File: src/rtl/scan_pkg.sv
// Shared types and defaults for the scan-chain multiplier test controller.
// pack_chain fixes the order in which operand bits enter the chain.
package scan_pkg;

  localparam int DEF_A_W       = 4;
  localparam int DEF_B_W       = 4;
  localparam int DEF_CHAIN_LEN = DEF_A_W + DEF_B_W;

  typedef enum logic [2:0] {
    IDLE,
    SHIFT_IN,
    CAPTURE,
    SHIFT_OUT,
    DONE
  } state_t;

  // Bit k of the result is the bit driven on scan_in in shift cycle k: b0 first, a last.
  function automatic logic [DEF_CHAIN_LEN-1:0] pack_chain(
    input logic [DEF_A_W-1:0] a,
    input logic [DEF_B_W-1:0] b
  );
    return {a, b};
  endfunction

endpackage

File: src/rtl/scan_deserializer.sv
// LSB-first shift register: each enabled edge inserts a bit at the MSB,
// so after CHAIN_LEN shifts the first bit received sits in bit 0.
module scan_deserializer #(
  parameter int CHAIN_LEN = scan_pkg::DEF_CHAIN_LEN
) (
  input  logic                 clk,
  input  logic                 rst,
  input  logic                 i_clr,
  input  logic                 i_en,
  input  logic                 i_bit,
  output logic [CHAIN_LEN-1:0] o_data
);

  logic [CHAIN_LEN-1:0] r_sr;

  // NOTE: sequential state is assigned with <= so every flop samples pre-edge values.
  always_ff @(posedge clk) begin
    if (rst || i_clr) begin
      r_sr <= '0;
    end else if (i_en) begin
      r_sr <= {i_bit, r_sr[CHAIN_LEN-1:1]};
    end
  end

  assign o_data = r_sr;

endmodule

File: src/rtl/scan_test_controller.sv
// Drives one test pattern through the scan-chain multiplier: shift operands in,
// capture once, shift the product out and compare it against a golden a*b.
module scan_test_controller
  import scan_pkg::*;
#(
  parameter int   A_W       = DEF_A_W,
  parameter int   B_W       = DEF_B_W,
  parameter int   CHAIN_LEN = A_W + B_W,
  parameter logic FILL_BIT  = 1'b0
) (
  input  logic                 clk,
  input  logic                 rst,
  input  logic                 start,
  input  logic [A_W-1:0]       a,
  input  logic [B_W-1:0]       b,
  input  logic                 scan_out,
  output logic                 scan_in,
  output logic                 scan_en,
  output logic                 busy,
  output logic                 done,
  output logic [CHAIN_LEN-1:0] product,
  output logic                 pass
);

  localparam int CNT_W = $clog2(CHAIN_LEN);
  localparam logic [CNT_W-1:0] LAST = CNT_W'(CHAIN_LEN - 1);

  state_t               r_state;
  logic [CNT_W-1:0]     r_cnt;
  logic [A_W-1:0]       r_a;
  logic [B_W-1:0]       r_b;
  logic [CHAIN_LEN-1:0] r_pattern;
  logic                 r_scan_in;
  logic                 r_scan_en;
  logic                 r_busy;
  logic                 r_done;
  logic                 r_pass;

  logic                 w_accept;
  logic [CHAIN_LEN-1:0] w_chain;
  logic [CHAIN_LEN-1:0] w_golden;
  logic [CHAIN_LEN-1:0] w_sr;
  logic [CHAIN_LEN-1:0] w_captured;

  assign w_accept   = start && (r_state == IDLE || r_state == DONE);
  assign w_chain    = pack_chain(a, b);
  assign w_golden   = CHAIN_LEN'(r_a) * CHAIN_LEN'(r_b);
  // Value the deserializer will hold after the final SHIFT_OUT edge.
  assign w_captured = {scan_out, w_sr[CHAIN_LEN-1:1]};

  scan_deserializer #(.CHAIN_LEN(CHAIN_LEN)) u_deser (
    .clk    (clk),
    .rst    (rst),
    .i_clr  (w_accept),
    .i_en   (r_state == SHIFT_OUT),
    .i_bit  (scan_out),
    .o_data (w_sr)
  );

  always_ff @(posedge clk) begin
    if (rst) begin
      r_state   <= IDLE;
      r_cnt     <= '0;
      r_a       <= '0;
      r_b       <= '0;
      r_pattern <= '0;
      r_scan_in <= 1'b0;
      r_scan_en <= 1'b0;
      r_busy    <= 1'b0;
      r_done    <= 1'b0;
      r_pass    <= 1'b0;
    end else begin
      r_done <= 1'b0;
      case (r_state)
        IDLE, DONE: begin
          r_scan_en <= 1'b0;
          r_scan_in <= FILL_BIT;
          r_state   <= IDLE;
          if (start) begin
            r_a       <= a;
            r_b       <= b;
            r_scan_in <= w_chain[0];
            r_pattern <= w_chain >> 1;
            r_scan_en <= 1'b1;
            r_busy    <= 1'b1;
            r_cnt     <= '0;
            r_state   <= SHIFT_IN;
          end
        end
        SHIFT_IN: begin
          if (r_cnt == LAST) begin
            r_scan_en <= 1'b0;
            r_scan_in <= FILL_BIT;
            r_cnt     <= '0;
            r_state   <= CAPTURE;
          end else begin
            r_scan_in <= r_pattern[0];
            r_pattern <= r_pattern >> 1;
            r_cnt     <= r_cnt + CNT_W'(1);
          end
        end
        CAPTURE: begin
          r_scan_en <= 1'b1;
          r_scan_in <= FILL_BIT;
          r_state   <= SHIFT_OUT;
        end
        SHIFT_OUT: begin
          if (r_cnt == LAST) begin
            r_scan_en <= 1'b0;
            r_busy    <= 1'b0;
            r_done    <= 1'b1;
            r_pass    <= (w_captured == w_golden);
            r_state   <= DONE;
          end else begin
            r_cnt <= r_cnt + CNT_W'(1);
          end
        end
        default: r_state <= IDLE;
      endcase
    end
  end

  assign scan_in = r_scan_in;
  assign scan_en = r_scan_en;
  assign busy    = r_busy;
  assign done    = r_done;
  assign product = w_sr;
  assign pass    = r_pass;

endmodule

File: config.mk
export PLATFORM = sky130hd
export DESIGN_NAME = scan_test_controller
export DESIGN_NICKNAME = d
export VERILOG_FILES = /design/src/rtl/scan_pkg.sv /design/src/rtl/scan_deserializer.sv /design/src/rtl/scan_test_controller.sv
export SDC_FILE = /design/constraint.sdc
export NUM_CORES = 1
export LEC_CHECK = 0
export BUFFER_PORTS_ARGS = -buffer_cell sky130_fd_sc_hd__buf_2
export CAP_MARGIN = 20
export CORE_ASPECT_RATIO = 0.75
export CORE_UTILIZATION = 57
export CTS_CLUSTER_SIZE = 14
export DETAILED_ROUTE_END_ITERATION = 16
export HOLD_SLACK_MARGIN = 0.15
export PLACE_DENSITY = 0.79
export SLEW_MARGIN = 40
export SYNTH_ARGS = -nofsm -noshare
export SYNTH_HDL_FRONTEND = slang
export SYNTH_SLANG_ARGS = --single-unit
File: constraint.sdc
create_clock -name clk -period 3.5 [get_ports clk]
set_clock_uncertainty 0.05 [all_clocks]
set_input_delay 0.35 -clock clk [delete_from_list [all_inputs] [get_ports clk]]
set_output_delay 0.35 -clock clk [all_outputs]
set_load 0.05 [all_outputs]
==> flow_summary.json <==
{
  "fmaxAchievable_mhz": 341,
  "hold_slack_ps": 271,
  "first_global_vias": 1340,
  "tightest_slew_ps": 551,
  "seq_area_frac_synth_pct": 34.4,
  "placeableCoreArea_sq_um": 3310,
  "pin_count": 25,
  "synth_nets": 258,
  "sequential_power_share_pct": 50.4,
  "die_h_um": 53.1,
  "cts_tree": "done",
  "finalSetupViolCount": 0,
  "fp.dieW_um": 70.1,
  "required_ps": 3660,
  "run_status": "finished clean",
  "yosysWarningCount": 0,
  "number_of_buffers_between_clock_root_and_the_deepest_sink": 2,
  "initial_utilization_pct": 59.8,
  "die_area_sq_um": 3720,
  "numCtsBuffers": 5,
  "number_of_detailed_routing_iterations_run_before_antenna_repair": 4,
  "timing_max_transition_violations_final": 0,
  "via_count": 1526,
  "drcViolationCount": 0,
  "synthDistinctLibCells": 40,
  "synth_area_sq_um": 1980,
  "critPathArrivalTime_ps": 3090,
  "finalCriticalPeriod_ps": 2930,
  "setup.worst_path.class": "register to register",
  "power_density_over_the_cells_nw_per_um2": 386,
  "power_switching_share_pct": 27.4,
  "drt-vias-per-instance": 5.24,
  "hold_buffers": 0,
  "postCtsSetupRepairBufs": 0,
  "min_path_type": "input port to register",
  "largest_net_degree_at_the_start_of_global_routing": 28,
  "drv.max_cap_violation_count": 0,
  "synth_xor_area_share_pct": 5.31,
  "drt-total-wl_um": 3770,
  "ys_ff_latch": 34,
  "wl_per_cell_um": 13.0,
  "max_slew_margin_pct": 63.3,
  "synth_top_family_by_area": "simple AND/OR/NAND/NOR gates",
  "placer_s_final_routability_congestion_estimate": 0.818,
  "synth_area_in_compound_gates_pct": 15.0,
  "placement.io_buffers": 24,
  "post_cts_resize_count": 0,
  "areaGrowthSynthToFinish_pct": 10.2,
  "synthSimpleGateAreaFrac_pct": 22.2,
  "layout-drive-gt1-share_pct": 18.3,
  "worst_setup_path_start_kind": "register",
  "antenna_left": 0,
  "grtUsageTotal_pct": 21.4,
  "detailed_place_hpwl_um": 2760,
  "hold_viol": 0,
  "cts.htree.levels": 2,
  "endpoint_kind": "register",
  "grt_first_pass_wirelength_um": 6140,
  "post_synth_mux_area_share_pct": 4.04,
  "p_int_w": 0.000611,
  "grt_setup_unrepaired": "no",
  "root_buffer": "clkbuf_8",
  "grt_overflow_total": 0,
  "p_comb_share_pct": 14.0,
  "clock-sinks": 34,
  "postSynthCellCount": 228,
  "placementRows": 18,
  "layout.nets": 280,
  "final.period_utilization_pct": 83.8,
  "initialDrtViolationCount": 76,
  "insertion_delay_ps": 290,
  "syn_avg_cell_area_sq_um": 8.69,
  "totalNegativeSetupSlack_ps": 0,
  "cts.clk_slew.worst_paths_ps": 70,
  "timing.critical_path.fanout_max": 5,
  "power.switching_w": 0.000231,
  "grt_antenna_before_repair": 0,
  "insertedDiodeCount": 0,
  "power.clock.fraction_pct": 35.7,
  "post_synth_fa_ha_maj_area_fraction_pct": 12.9,
  "peakVddDrop_mv": 0.319,
  "power_leakage_nw": 0.967
}
layout by cell type (no fill, tap or decap), types with 2 or more instances in the layout:
| master | synthesis | layout |
|---|---|---|
| buf_4 | 0 | 2 |
| ha_1 | 14 | 14 |
| xor2_1 | 6 | 6 |
| a211oi_2 | 6 | 6 |
| dfxtp_1 | 34 | 34 |
| nor2b_1 | 2 | 2 |
| a2111oi_0 | 2 | 2 |
| nor4_1 | 2 | 2 |
| nand2_1 | 39 | 39 |
| inv_1 | 11 | 11 |
| nor3_1 | 2 | 2 |
| buf_2 | 3 | 24 |
| clkbuf_8 | 0 | 6 |
| o31ai_1 | 2 | 2 |
| o21ai_0 | 3 | 3 |
| and2_1 | 10 | 10 |
| fa_1 | 4 | 4 |
| nand3_1 | 9 | 9 |
| mux2i_1 | 8 | 8 |
| xnor2_1 | 6 | 6 |
| a21oi_1 | 24 | 24 |
| nor2_1 | 16 | 16 |
worst max-delay path, cell delays in order (launching register included):
cell     delay [ps]
dfxtp_1         380
nand2_1         100
fa_1            510
fa_1            540
fa_1            510
xnor2_1         140
nor4_1          290
nand4_1         150
o31ai_1         190
flip-flops by register name (all words and copies together), names as in the netlist:
name	count
scan_in	1
r_state	3
r_a	4
r_pattern	7
done	1
busy	1
r_b	4
u_deser.o_data	8
scan_en	1
pass	1
r_cnt	3
area by class of cell:
cell class              count  area, sq um
clock buffers               7         86.3
fillers                   278         1130
inverters                  12         47.5
multi-input cells         171         1180
clock inverters             1         5.00
flip-flops and latches     34          681
well taps                  40         50.0
repair buffers             26          135
per-stage QoR:
step | power (W) | area (sq um) | cells | setup slack, ps | util [%]
3_3_place_gp | 0.000546 | 2090 | 283 | 704 | 63.2
4_1_cts | 0.000848 | 2180 | 291 | 572 | 65.9
5_1_grt | 0.000883 | 2180 | 291 | 419 | 65.9
3_5_place_dp | 0.000550 | 2090 | 283 | 602 | 63.2
6_report | 0.000842 | 2180 | 291 | 566 | 65.9
2_1_floorplan | 0.000526 | 1980 | 228 | 778 | -
cells by family after synthesis:
group	Yosys count
mux	8
buf+inv	23
fa+ha+maj	18
simple gates	89
xor+xnor	12
flops	34
compound gates	44
power groups by stage:
| stage | logic (W) | clock network [W] | registers [W] |
|---|---|---|---|
| final | 0.000118 | 0.000300 | 0.000424 |
| after detailed placement | 0.000117 | 0 | 0.000433 |
| after global routing | 0.000130 | 0.000326 | 0.000427 |
| after global placement | 0.000114 | 0 | 0.000431 |
| after CTS | 0.000118 | 0.000306 | 0.000424 |
| after floorplan | 0.0000894 | 0 | 0.000437 |
worst paths after layout:
kind         cells past startpoint                 to         startpoint  slack [ps]
max                              8               pass             r_a[0]         570
min                              3             r_b[3]               b[3]         270
max reg2reg                      8               pass             r_a[0]         570
min reg2reg                      2  u_deser.o_data[0]  u_deser.o_data[0]         410
routing by layer:
metal,GRT usage [%],vias to the layer above,wire length (um)
met5,0,-,0
met4,8.67,0,44
met3,5.71,6,231
met2,30.3,47,1500
met1,30.5,660,2000
li1,-,813,-
cells in the mapped netlist, drive strengths merged:
master	count	share of area [%]
a2111oi	2	0.88
a211oi	7	4.2
a21boi	1	0.38
a21o	1	0.38
a21oi	25	6.5
a22oi	1	0.38
a311oi	1	0.44
and2	10	3.2
buf	8	3.2
clkbuf	3	0.57
dfxtp	34	34
fa	4	4.0
ha	14	8.8
inv	12	2.4
mux2i	8	4.0
nand2	39	7.4
nand2b	1	0.32
nand3	10	2.8
nand3b	1	0.38
nand4	1	0.32
nor2	18	3.9
nor2b	2	0.63
nor3	3	1.3
nor3b	2	1.3
nor4	2	0.63
o211ai	1	0.38
o21ai	3	0.76
o31ai	2	0.76
xnor2	6	2.7
xor2	6	2.7
(Power assumes the default switching activity.)
